[src/rtl/pd_pkg.sv]
// Shared state encoding, output bundle and default timing for the power-domain sequencer.
package pd_pkg;

  typedef enum logic [3:0] {
    ST_ON,
    ST_ISO,
    ST_SAVE,
    ST_PSW_OFF,
    ST_OFF,
    ST_PSW_ON,
    ST_SETTLE,
    ST_RESTORE,
    ST_DEISO,
    ST_FAULT
  } pd_state_t;

  localparam int unsigned ISO_SETUP_DEF   = 2;
  localparam int unsigned SAVE_CYC_DEF    = 1;
  localparam int unsigned SETTLE_CYC_DEF  = 4;
  localparam int unsigned RESTORE_CYC_DEF = 1;
  localparam int unsigned PWR_TIMEOUT_DEF = 64;
  localparam int unsigned CNT_W_DEF       = 7;

  typedef struct packed {
    logic iso_n;
    logic ret_save;
    logic ret_restore;
    logic pwr_en;
    logic pd_ack;
    logic dom_on;
    logic err_timeout;
  } pd_out_t;

  // Isolation is only released in DEISO/ON, both of which keep the switch closed.
  function automatic pd_out_t decode_out(input pd_state_t s);
    pd_out_t o;
    o = '{iso_n: 1'b0, ret_save: 1'b0, ret_restore: 1'b0, pwr_en: 1'b1,
          pd_ack: 1'b0, dom_on: 1'b0, err_timeout: 1'b0};
    case (s)
      ST_ON:      begin o.iso_n = 1'b1; o.dom_on = 1'b1; end
      ST_SAVE:    o.ret_save = 1'b1;
      ST_PSW_OFF: o.pwr_en = 1'b0;
      ST_OFF:     begin o.pwr_en = 1'b0; o.pd_ack = 1'b1; end
      ST_RESTORE: o.ret_restore = 1'b1;
      ST_DEISO:   o.iso_n = 1'b1;
      ST_FAULT:   begin o.pwr_en = 1'b0; o.err_timeout = 1'b1; end
      default:    ;
    endcase
    return o;
  endfunction

endpackage

[src/rtl/pd_iso_seq_if.sv]
// Handshake and cell-control bundle between the system controller and the sequencer.
interface pd_iso_seq_if;
  logic pd_req;
  logic pd_ack;
  logic pwr_ok;
  logic err_clr;
  logic iso_n;
  logic ret_save;
  logic ret_restore;
  logic pwr_en;
  logic dom_on;
  logic err_timeout;

  modport master (
    output pd_req, pwr_ok, err_clr,
    input  pd_ack, iso_n, ret_save, ret_restore, pwr_en, dom_on, err_timeout
  );

  modport slave (
    input  pd_req, pwr_ok, err_clr,
    output pd_ack, iso_n, ret_save, ret_restore, pwr_en, dom_on, err_timeout
  );
endinterface

[src/rtl/pd_dly_cnt.sv]
// Up-counter with synchronous clear and a terminal-value compare, used for every hold/timeout wait.
module pd_dly_cnt #(
  parameter int unsigned CNT_W = 7
) (
  input  logic             clk,
  input  logic             rst_n,
  input  logic             clr,
  input  logic             en,
  input  logic [CNT_W-1:0] term,
  output logic             hit
);

  logic [CNT_W-1:0] cnt_reg;

  always_ff @(posedge clk or negedge rst_n) begin
    if (!rst_n) begin
      cnt_reg <= '0;
    end else if (clr) begin
      cnt_reg <= '0;
    end else if (en) begin
      cnt_reg <= cnt_reg + 1'b1;
    end
  end

  assign hit = (cnt_reg == term);

endmodule

[src/rtl/pd_iso_seq.sv]
// Power-domain sequencer: orders isolation, retention save/restore and the power switch.
module pd_iso_seq
  import pd_pkg::*;
#(
  parameter int unsigned ISO_SETUP   = ISO_SETUP_DEF,
  parameter int unsigned SAVE_CYC    = SAVE_CYC_DEF,
  parameter int unsigned SETTLE_CYC  = SETTLE_CYC_DEF,
  parameter int unsigned RESTORE_CYC = RESTORE_CYC_DEF,
  parameter int unsigned PWR_TIMEOUT = PWR_TIMEOUT_DEF,
  parameter int unsigned CNT_W       = CNT_W_DEF
) (
  input logic         clk,
  input logic         rst_n,
  pd_iso_seq_if.slave bus
);

  localparam logic [CNT_W-1:0] T_ISO     = CNT_W'(ISO_SETUP - 1);
  localparam logic [CNT_W-1:0] T_SAVE    = CNT_W'(SAVE_CYC - 1);
  localparam logic [CNT_W-1:0] T_SETTLE  = CNT_W'(SETTLE_CYC - 1);
  localparam logic [CNT_W-1:0] T_RESTORE = CNT_W'(RESTORE_CYC - 1);
  localparam logic [CNT_W-1:0] T_PWR     = CNT_W'(PWR_TIMEOUT - 1);

  pd_state_t        state_reg, state_next;
  logic             saved_reg, saved_next;
  pd_out_t          out_reg, out_next;
  logic [CNT_W-1:0] term;
  logic             hit;
  logic             cnt_clr;

  always_ff @(posedge clk or negedge rst_n) begin
    if (!rst_n) begin
      state_reg <= ST_PSW_ON;
      saved_reg <= 1'b0;
      out_reg   <= decode_out(ST_PSW_ON);
    end else begin
      state_reg <= state_next;
      saved_reg <= saved_next;
      out_reg   <= out_next;
    end
  end

  always_comb begin
    state_next = state_reg;
    saved_next = saved_reg;
    term       = T_PWR;
    case (state_reg)
      ST_ON:      if (bus.pd_req) state_next = ST_ISO;
      ST_ISO: begin
        term = T_ISO;
        if (hit) state_next = ST_SAVE;
      end
      ST_SAVE: begin
        term = T_SAVE;
        if (hit) begin
          state_next = ST_PSW_OFF;
          saved_next = 1'b1;
        end
      end
      // A met exit condition wins over a timeout landing on the same cycle.
      ST_PSW_OFF: begin
        if (!bus.pwr_ok) state_next = ST_OFF;
        else if (hit)    state_next = ST_FAULT;
      end
      ST_OFF:     if (!bus.pd_req) state_next = ST_PSW_ON;
      ST_PSW_ON: begin
        if (bus.pwr_ok) state_next = ST_SETTLE;
        else if (hit)   state_next = ST_FAULT;
      end
      ST_SETTLE: begin
        term = T_SETTLE;
        if (hit) state_next = saved_reg ? ST_RESTORE : ST_DEISO;
      end
      ST_RESTORE: begin
        term = T_RESTORE;
        if (hit) begin
          state_next = ST_DEISO;
          saved_next = 1'b0;
        end
      end
      ST_DEISO:   state_next = ST_ON;
      ST_FAULT:   if (bus.err_clr) state_next = ST_PSW_ON;
      default:    state_next = ST_PSW_ON;
    endcase
    cnt_clr  = (state_next != state_reg);
    out_next = decode_out(state_next);
  end

  pd_dly_cnt #(.CNT_W(CNT_W)) u_dly_cnt (
    .clk  (clk),
    .rst_n(rst_n),
    .clr  (cnt_clr),
    .en   (1'b1),
    .term (term),
    .hit  (hit)
  );

  assign bus.iso_n       = out_reg.iso_n;
  assign bus.ret_save    = out_reg.ret_save;
  assign bus.ret_restore = out_reg.ret_restore;
  assign bus.pwr_en      = out_reg.pwr_en;
  assign bus.pd_ack      = out_reg.pd_ack;
  assign bus.dom_on      = out_reg.dom_on;
  assign bus.err_timeout = out_reg.err_timeout;

endmodule

[src/flat_wrapper.sv]
// flat-port wrapper written by rule: the top's interface ports become plain ports
module pd_iso_seq_flat import pd_pkg::*;
#(
  parameter int unsigned ISO_SETUP   = ISO_SETUP_DEF,
  parameter int unsigned SAVE_CYC    = SAVE_CYC_DEF,
  parameter int unsigned SETTLE_CYC  = SETTLE_CYC_DEF,
  parameter int unsigned RESTORE_CYC = RESTORE_CYC_DEF,
  parameter int unsigned PWR_TIMEOUT = PWR_TIMEOUT_DEF,
  parameter int unsigned CNT_W       = CNT_W_DEF
)
  (clk, rst_n, bus_pd_req, bus_pwr_ok, bus_err_clr, bus_pd_ack, bus_iso_n, bus_ret_save, bus_ret_restore, bus_pwr_en, bus_dom_on, bus_err_timeout);
  pd_iso_seq_if bus_i ();
  input logic clk;
  input logic rst_n;
  input wire logic [$bits(bus_i.pd_req)-1:0] bus_pd_req;
  input wire logic [$bits(bus_i.pwr_ok)-1:0] bus_pwr_ok;
  input wire logic [$bits(bus_i.err_clr)-1:0] bus_err_clr;
  output wire logic [$bits(bus_i.pd_ack)-1:0] bus_pd_ack;
  output wire logic [$bits(bus_i.iso_n)-1:0] bus_iso_n;
  output wire logic [$bits(bus_i.ret_save)-1:0] bus_ret_save;
  output wire logic [$bits(bus_i.ret_restore)-1:0] bus_ret_restore;
  output wire logic [$bits(bus_i.pwr_en)-1:0] bus_pwr_en;
  output wire logic [$bits(bus_i.dom_on)-1:0] bus_dom_on;
  output wire logic [$bits(bus_i.err_timeout)-1:0] bus_err_timeout;
  assign bus_i.pd_req = bus_pd_req;
  assign bus_i.pwr_ok = bus_pwr_ok;
  assign bus_i.err_clr = bus_err_clr;
  assign bus_pd_ack = bus_i.pd_ack;
  assign bus_iso_n = bus_i.iso_n;
  assign bus_ret_save = bus_i.ret_save;
  assign bus_ret_restore = bus_i.ret_restore;
  assign bus_pwr_en = bus_i.pwr_en;
  assign bus_dom_on = bus_i.dom_on;
  assign bus_err_timeout = bus_i.err_timeout;
  pd_iso_seq #(.ISO_SETUP(ISO_SETUP), .SAVE_CYC(SAVE_CYC), .SETTLE_CYC(SETTLE_CYC), .RESTORE_CYC(RESTORE_CYC), .PWR_TIMEOUT(PWR_TIMEOUT), .CNT_W(CNT_W)) u_core (.clk(clk), .rst_n(rst_n), .bus(bus_i));
endmodule
[config.mk]
export PLATFORM = sky130hd
export DESIGN_NAME = pd_iso_seq_flat
export DESIGN_NICKNAME = d
export VERILOG_FILES = /design/src/rtl/pd_pkg.sv /design/src/rtl/pd_iso_seq_if.sv /design/src/rtl/pd_dly_cnt.sv /design/src/rtl/pd_iso_seq.sv /design/src/flat_wrapper.sv
export SDC_FILE = /design/constraint.sdc
export NUM_CORES = 1
export LEC_CHECK = 0
export ABC_AREA = 1
export BUFFER_PORTS_ARGS = -buffer_cell sky130_fd_sc_hd__buf_2
export CAP_MARGIN = 10
export CORE_ASPECT_RATIO = 1.4
export CORE_MARGIN = 3
export CORE_UTILIZATION = 50
export DETAILED_ROUTE_END_ITERATION = 8
export GPL_TIMING_DRIVEN = 1
export PLACE_DENSITY = 0.66
export SLEW_MARGIN = 40
export SYNTH_ARGS = -nofsm -noshare
export SYNTH_HDL_FRONTEND = slang
export SYNTH_SLANG_ARGS = --single-unit
[constraint.sdc]
create_clock -name clk -period 2.85 [get_ports clk]
set_input_delay 0.57 -clock clk [delete_from_list [all_inputs] [get_ports clk]]
set_output_delay 0.57 -clock clk [all_outputs]
set_load 0.03 [all_outputs]
======== Word level (Yosys, flattened, before mapping) ========
Cells that the tools add are included.
word-level totals
  register bits after elaboration ......... 19
  output and inout bits ................... 7
  word-level logic and storage cells ...... 61
cells by class
  add/subtract/negate cells ............... 1
  equality and inequality tests ........... 19
  muxes and demuxes ....................... 24
  reductions and logical operators ........ 7
operators with widths
  cell                 number
  $mux 4               11
  $pmux 4 s10          1
  $eq 4x3->1 const B   6
  $pmux 6 s3           1
  $eq 4x2->1 const B   4
  $eq 4x4->1 const B   4
  $mux 1               9
  $logic_not 4->1      2
  $add 7x1->7 const B  1
  $eq 7x7->1           1
  $mux 7               1
  $eq 4x1->1 const B   1
  $ne 2x1->1 const B   2
  $ne 4x4->1           1
  $reduce_or 2->1      2
  $reduce_and 3->1     1
  $reduce_or 3->1      1
  $pmux 1 s2           1
  $reduce_bool 2->1    1

======== Logic depth before layout (Yosys ltp) ========
Gate-level depths: netlist (run 1).
  word-level depth ........................ 10
  mapped depth ............................ 17
  gate-level depth less buffers ........... 16

======== By module ========
Synthesis (run 1) repeated with hierarchy kept, for this count alone.
unflattened totals
  cell total of the unflattened synthesis .. 222
  area, all modules ....................... 1486.4 um2
modules (own cells, without submodules)
  module      times used  cells an instance  area each (um2)  sequential area each (um2)
  pd_iso_seq  1           142                991.0            304.0
  pd_dly_cnt  1           80                 495.5            175.2

======== Worst setup path after synthesis (run 1) ========
Ideal clock, no wire load.
  path kind ............................... register to register
  start point ............................. register u_core.state_reg[2]
  end point ............................... register u_core.out_reg (netlist bit u_core.bus.pwr_en)
  library setup time ...................... 74 ps
  data arrival time ....................... 2013 ps
  slack ................................... 762 ps
  cell stages (with the launch flop) ...... 15
  path buffers ............................ 1
  path through ............................ dfstp_2 > buf_6 > inv_2 > nor2_2 > nand2_2 > nand2_2 > xor2_2 > nand3_4 > nand2_4 > nand2_4 > nor2_8 > nand3_4 > or2_4 > nor2_1 > nor2_1
RTL lines
  element                   line              source
  start: declaration        pd_iso_seq.sv:23  pd_state_t state_reg, state_next;
  start signal: assignment  pd_iso_seq.sv:36  state_reg <= state_next;
  end signal: assignment    pd_iso_seq.sv:34  out_reg <= decode_out(ST_PSW_ON);
  end signal: assignment    pd_iso_seq.sv:38  out_reg <= out_next;
  end: declaration          pd_iso_seq.sv:25  pd_out_t out_reg, out_next;

==> run summary, run 1 <==
Num rows - 20
Post-synth EDFFs - 0
Synthesized area per cell - 7.83 sq um
Leak Pwr - 0.732 nW
Vias in the first global route - 1,069
PortBufs - 11
Area of the core - 2280 sq um
Initial Util - 0.550
Htree depth - 1
Die area - 3150 sq um
Crit-path slowest cell - dfstp_2
FFs w/ async S/R, synth - 1.00
Number of distinct library cells after synthesis - 34
Grt ovf - 0
Horiz. Die Dim - 48.3 um
Area added between synthesis and finish - 8.29%
Sequential area share after synthesis - 0.383
Final min period - 2.39 ns
Final HPWL DP - 2040 um
Longest Clk Path Bufs - 2
RSZ-0062 raised after global routing - no
CP most frequent cell - nand2_1
Crit share post-route - 0.839
Total vias in the final route - 1,041
Detail Route Antenna Nets - 0
CP max FO - 10
Data arrival, critical path - 2.60 ns
Max VDD drop - 0.554 mV
CP max stage delay - 0.65 ns
Initial antenna violation count - 0
Detail-routed via count per cell - 5.05
Remaining DRCs - 0
Gr usage total - 0.181
Slew at the pin closest to its max-slew limit - 0.426 ns
Total power - 1.32 mW
WL final - 2490 um
Fin nets - 180
Cell Area, Synth - 1250 sq um
Slew margin rel. - 0.716
Power Dens Cells - 971 nW/um^2
Yosys reg bits - 19
Startpoint types - flip-flop
Clk_lat worst skew - 0.30 ns
Final Slew Violations - 0
Cts repair resizes - 0
DRT Pass-1 Iters - 5
Hold buffer count at cts - 0
Placer Congestion - 0.942
Clk sinks - 19
CTS root buffer - clkbuf_4
Clock slew at reported path FFs - 0.10 ns
# IOs - 12
Required time of the critical path - 3.06 ns
Setup violations, final - 0
Postcts setup bufs - 0
Share of cells above drive strength 1 - 0.283
First-pass GRT wire length - 4460 um
Drt wl/cell - 12.1 um
Drt first-iter violations - 13
Status - complete, no violations
Cells after synthesis - 160
Hold Crit Class - input pin to async pin
Post-synth top flop - dfrtp_1
Die span in y - 65.2 um
Post-Route Setup TNS - 0 ns
TritonCTS clock tree - done
Num CTS Buffers - 3
Pin count of the biggest net entering global routing - 20
Max reg flops - 7
Clk_skew - 0.00799 ns
Worst-path cell chain - inv_2 > nor2_2 > nand2_2 > nand2_2 > xor2_2 > nand3_4 > o21ai_1 > nand2_1 > nand2_1 > nand2_1 > or2_4 > nor3_2
Ys Warns - 0
Maximum clock rate - 418 MHz
Fin util - 0.596
ANT cells - 0
Syn Nets - 166
CP Capture Type - flip-flop
Hold Vio Cnt, Final - 0
CP Class - flip-flop to flip-flop
Max_cap viols - 0
## area by class of cell
class	count	area [sq um]
clock buffers	4	26.3
fillers	231	921
inverters	24	91.3
multi-input cells	115	663
flip-flops and latches	19	479
well taps	33	41.3
repair buffers	11	55.1
## layer usage
layer	wire length, um	vias to the layer above	GRT usage
met5	0	-	0
met4	80	0	0.0854
met3	90	9	0.0272
met2	1250	19	0.329
met1	1060	484	0.206
li1	-	529	-
## through the flow
step | instance area [sq um] | cells | hold WS [ns] | setup slack, ns
after floorplan | 1250 | 160 | 0.274 | 0.762
after CTS | 1360 | 206 | 0.189 | 0.440
after global routing | 1360 | 206 | 0.197 | 0.251
after detailed placement | 1330 | 202 | 0.530 | 0.473
final | 1360 | 206 | 0.192 | 0.458
after global placement | 1330 | 202 | 0.521 | 0.493
## synth_stat cells, types with 2 or more instances
| cell type | instances | area (sq um) |
|---|---|---|
| a21oi_1 | 4 | 20.0 |
| dfrtp_1 | 16 | 400 |
| dfstp_2 | 3 | 78.8 |
| inv_1 | 15 | 56.3 |
| inv_2 | 8 | 30.0 |
| nand2_1 | 37 | 139 |
| nand2_2 | 8 | 50.1 |
| nand2_4 | 2 | 22.5 |
| nand3_1 | 11 | 55.1 |
| nand3_4 | 2 | 35.0 |
| nand4_1 | 5 | 31.3 |
| nor2_1 | 18 | 67.6 |
| nor2_2 | 2 | 12.5 |
| nor2_4 | 3 | 33.8 |
| o21ai_0 | 4 | 20.0 |
| xnor2_1 | 2 | 17.5 |
| xor2_1 | 3 | 26.3 |
## worst paths after layout
kind	from	to	slack, ns	cells past startpoint
worst max-delay path	u_core.state_reg[2]$_DFF_PN1_	u_core.bus.ret_save$_DFF_PN0_	0.46	12
worst min-delay path	rst_n	u_core.u_dly_cnt.cnt_reg[4]$_DFF_PN0_	0.19	1
worst max register to register	u_core.state_reg[2]$_DFF_PN1_	u_core.bus.ret_save$_DFF_PN0_	0.46	12
worst min register to register	u_core.u_dly_cnt.cnt_reg[0]$_DFF_PN0_	u_core.u_dly_cnt.cnt_reg[0]$_DFF_PN0_	0.56	1
max in group asynchronous	rst_n	u_core.state_reg[0]$_DFF_PN1_	2.32	1
min in group clk	u_core.u_dly_cnt.cnt_reg[0]$_DFF_PN0_	u_core.u_dly_cnt.cnt_reg[0]$_DFF_PN0_	0.56	1
## kinds of logic after synthesis
| group | Yosys count | synth area share |
|---|---|---|
| and+or+nand+nor | 94 | 0.405 |
| buffers and inverters | 26 | 0.0879 |
| DFF | 19 | 0.383 |
| AOI/OAI and AO/OA | 14 | 0.0669 |
| xor gates and xnor gates | 6 | 0.0480 |
| adders and majority gates | 1 | 0.00999 |
## power by group
| part | total, mW | leakage (nW) | switching [mW] | internal, mW |
|---|---|---|---|---|
| clock network | 0.131 | 0.0150 | 0.0766 | 0.0545 |
| registers | 0.418 | 0.247 | 0.0676 | 0.350 |
| logic | 0.769 | 0.469 | 0.513 | 0.256 |
## layout by cell type (no fill, tap or decap), types with 4 or more instances in the layout
cell,Yosys,final
nand2_1,37,37
nor2_1,18,18
dfrtp_1,16,16
inv_1,15,15
nand3_1,11,11
buf_2,0,11
inv_2,8,8
nand2_2,8,8
nand4_1,5,5
o21ai_0,4,4
a21oi_1,4,4
## worst max-delay path, delay by kind of cell (launching register included)
family          cells  cell delay, ns
xor+xnor            1            0.21
buf+inv             1            0.08
compound gates      1            0.15
flops               1            0.65
simple gates        9            1.20
No activity file was read; power rests on OpenSTA's default activity.
==> run 2: changes to the inputs <==
--- a/config.mk
+++ b/config.mk
@@ -5,7 +5,7 @@
 export SDC_FILE = /design/constraint.sdc
 export NUM_CORES = 1
 export LEC_CHECK = 0
-export ABC_AREA = 1
+export ABC_AREA = 0
 export BUFFER_PORTS_ARGS = -buffer_cell sky130_fd_sc_hd__buf_2
 export CAP_MARGIN = 10
 export CORE_ASPECT_RATIO = 1.4
@@ -13,7 +13,7 @@
 export CORE_UTILIZATION = 50
 export DETAILED_ROUTE_END_ITERATION = 8
 export GPL_TIMING_DRIVEN = 1
-export PLACE_DENSITY = 0.66
+export PLACE_DENSITY = 0.69
 export SLEW_MARGIN = 40
 export SYNTH_ARGS = -nofsm -noshare
 export SYNTH_HDL_FRONTEND = slang
==> constraint.sdc (replaced) <==
create_clock -name clk -period 1.9 [get_ports clk]
set_input_delay 0.38 -clock clk [delete_from_list [all_inputs] [get_ports clk]]
set_output_delay 0.38 -clock clk [all_outputs]
set_load 0.03 [all_outputs]
==> run 2 against run 1 <==
Compared with the run above: the flow now finishes with violations (negative setup slack); clock skew is 0.0019 ns lower; utilization grew 23 points; final cell count up 2.4%; synthesized area is 6.6% lower; maximum frequency up 4.0%; sequential power rose by 60%; clock power rose by 61%; synthesized cell count decreased by 18%; total power grew to 2.8 times the previous value; critical path type unchanged.
==> run summary, run 2 <==
Status - finished, violations left (was complete, no violations)
Failing checks - negative setup slack
Maximum clock rate - 435 MHz (was 418 MHz)
Slew margin rel. - 0.717 (was 0.716)
Grt ovf - 0 (unchanged)
Synthesized area per cell - 8.86 sq um (was 7.83 sq um)
Data arrival, critical path - 2.54 ns (was 2.60 ns)
Fin nets - 196 (was 180)
Required time of the critical path - 2.14 ns (was 3.06 ns)
FFs w/ async S/R, synth - 1.00 (unchanged)
Commonest non-fill, non-tap cell in the layout - buf_4 (was nand2_1)
Synth area leader - dfrtp_1 (unchanged)
Power Dens Cells - 2000 nW/um^2 (was 971 nW/um^2)
Detail-routed via count per cell - 6.11 (was 5.05)
Longest Clk Path Bufs - 2 (unchanged)
Initial Util - 0.531 (was 0.550)
Clk_skew - 0.00611 ns (was 0.00799 ns)
Multi-input logic area - 792 sq um (was 663 sq um)
Startpoint types - flip-flop (unchanged)
Slew at the pin closest to its max-slew limit - 0.424 ns (was 0.426 ns)
Most frequent cells in the layout - buf_4 (38), dfrtp_1 (15), buf_2 (11), buf_6 (10) (was nand2_1 (37), nor2_1 (18), dfrtp_1 (16), inv_1 (15))
Placer Congestion - 0.845 (was 0.942)
Fill cells - 129 (was 231)
Post-Route Setup TNS - -5.47 ns (was 0 ns)
Worst reg2reg startpoint - u_core.state_reg[2]$_DFF_PN1_ (unchanged)
Worst Setup EP - u_core.bus.pwr_en$_DFF_PN1_ (was u_core.bus.ret_save$_DFF_PN0_)
CP Capture Type - flip-flop (unchanged)
Final cell count without fillers - 211 (was 206)
Ys Warns - 0 (unchanged)
Total vias in the final route - 1,289 (was 1,041)
Share of cells above drive strength 1 - 0.519 (was 0.283)
Drt wl/cell - 18.7 um (was 12.1 um)
RSZ-0062 raised after global routing - yes (was no)
Detail Route Antenna Nets - 0 (unchanged)
Final HPWL DP - 2260 um (was 2040 um)
Reg2reg end - u_core.bus.pwr_en$_DFF_PN1_ (was u_core.bus.ret_save$_DFF_PN0_)
Hold Vio Cnt, Final - 0 (unchanged)
Fin util - 0.830 (was 0.596)
# IOs - 12 (unchanged)
Top post-synthesis cells by area - dfrtp_1 (34%), dfstp_2 (6.7%), nor2_1 (5.1%) (was dfrtp_1 (32%), nand2_1 (11%), dfstp_2 (6.3%))
Die area - 2960 sq um (was 3150 sq um)
Total power - 3.64 mW (was 1.32 mW)
Syn Nets - 138 (was 166)
Cell Area, Synth - 1170 sq um (was 1250 sq um)
Max VDD drop - 1.83 mV (was 0.554 mV)
WL final - 3940 um (was 2490 um)
Reg-to-reg slack, setup - -0.40 ns (was 0.46 ns)
Crit. Startpoint - u_core.state_reg[2]$_DFF_PN1_ (unchanged)
Reg2reg path depth - 10 (was 12)
Remaining DRCs - 0 (unchanged)
Area added between synthesis and finish - 56.1% (was 8.29%)
Post-synth top flop - dfrtp_1 (unchanged)
Num rows - 20 (unchanged)
CP Class - flip-flop to flip-flop (unchanged)
Gr usage total - 0.260 (was 0.181)
PortBufs - 11 (unchanged)
Vias in the first global route - 1,225 (was 1,069)
Hold Crit Class - input pin to flip-flop (was input pin to async pin)
Final min period - 2.30 ns (was 2.39 ns)
Flip-flop and latch area - 480 sq um (was 479 sq um)
Clock slew at reported path FFs - 0.11 ns (was 0.10 ns)
Hold slack - 0.449 ns (was 0.192 ns)
Top-area cell type share of the netlist area - 0.342 (was 0.320)
CP max FO - 8 (was 10)
Min-delay src - bus_pd_req
Yosys reg bits - 19 (unchanged)
First-pass GRT wire length - 5620 um (was 4460 um)
Drt first-iter violations - 43 (was 13)
Htree depth - 1 (unchanged)
Post-synth EDFFs - 0 (unchanged)
Top cell types by occurrence after synthesis - dfrtp_1 (16), nor2_1 (16), nand2_1 (11) (was nand2_1 (37), nor2_1 (18), dfrtp_1 (16))
Max_cap viols - 0 (unchanged)
Crit share post-route - 1.21 (was 0.839)
Number of distinct library cells after synthesis - 43 (was 34)
Horiz. Die Dim - 46.9 um (was 48.3 um)
PnR worst setup slack - -0.399 ns (was 0.458 ns)
Area of the core - 2200 sq um (was 2280 sq um)
Clk_lat worst skew - 0.30 ns (about the same)
Max reg flops - 7 (unchanged)
CTS root buffer - clkbuf_4 (unchanged)
Placed cells - 187 (was 202)
Setup violations, final - 18 (was 0)
Num CTS Buffers - 3 (unchanged)
Initial antenna violation count - 0 (unchanged)
Leak Pwr - 0.829 nW (was 0.732 nW)
Sequential area share after synthesis - 0.410 (was 0.383)
TritonCTS clock tree - done (unchanged)
Cells after synthesis - 132 (was 160)
Die span in y - 63.2 um (was 65.2 um)
DRT Pass-1 Iters - 4 (was 5)
ANT cells - 0 (unchanged)
Pin count of the biggest net entering global routing - 20 (unchanged)
Final Slew Violations - 0 (unchanged)
Clk sinks - 19 (unchanged)
-- run 2: stage by stage --
| stage | cell area (sq um) | setup WS (ns) |
|---|---|---|
| global placement | 1460 | -0.387 |
| detailed placement | 1460 | -0.396 |
| finish | 1830 | -0.399 |
| floorplan | 1190 | -0.150 |
| CTS | 1680 | -0.194 |
| global route | 1830 | -0.410 |
-- run 2: cell families (layout without fill, tap and decap cells) --
group,count (synthesis),after routing,synth area share
adder cells (fa/ha/maj),2,2,0.0192
AND/OR/NAND/NOR,48,48,0.202
buffers and inverters,16,73,0.0556
multiplexers,3,3,0.0257
flip-flops,19,19,0.410
AO/OA/AOI/OAI,39,39,0.250
XOR/XNOR,5,5,0.0374
-- run 2: power by group --
group	switching (mW)	internal (mW)
combinational	1.43	1.34
clock	0.131	0.0802
sequential	0.113	0.554
total	1.67	1.97
-- run 2: area by class of cell --
cell class,count,area share
Inverter,9,0.0185
Multi-Input combinational cell,97,0.434
Timing Repair Buffer,60,0.253
Tap cell,22,0.0151
Clock inverter,1,0.00411
Sequential cell,19,0.263
Clock buffer,3,0.0123
-- run 2: routing by layer --
layer	up-vias	part of all wire	global-route usage
li1	590	-	-
met1	632	0.38	0.323
met2	52	0.55	0.446
met3	15	0.043	0.0257
met4	0	0.033	0.0865
met5	-	0	0
-- run 2: how the worst min path moves through the flow --
stage                                                  endpoint  slack [ns]  cells past startpoint
after global placement             u_core.saved_reg$_DFFE_PN0P_        0.32                      1
final                               u_core.bus.dom_on$_DFF_PN0_        0.45                      3
after CTS                           u_core.bus.dom_on$_DFF_PN0_       0.008                      1
after floorplan                     u_core.bus.dom_on$_DFF_PN0_        0.08                      0
after global routing                u_core.bus.dom_on$_DFF_PN0_        0.44                      3
after detailed placement  u_core.u_dly_cnt.cnt_reg[6]$_DFF_PN0_        0.34                      1
-- run 2: repair_timing --
| item | 4_1_cts | 5_1_grt |
|---|---|---|
| hold buffers | 0 | 1 |
| endpoints found under the hold margin | 0 | 9 |
| pin swaps | 13 | 7 |
| gates resized for setup | 29 | 16 |
| setup endpoints to repair | 18 | 18 |
| setup buffers | 12 | 7 |
-- run 2: critical path, cell delays in order, from the launching register on --
cell      delay (ns)
dfstp_2         0.61
buf_4           0.15
nor2_4          0.04
a22oi_2         0.20
mux2i_2         0.33
a311oi_4        0.06
buf_6           0.16
o211ai_1        0.24
buf_4           0.21
and3_4          0.19
nor2_1          0.04
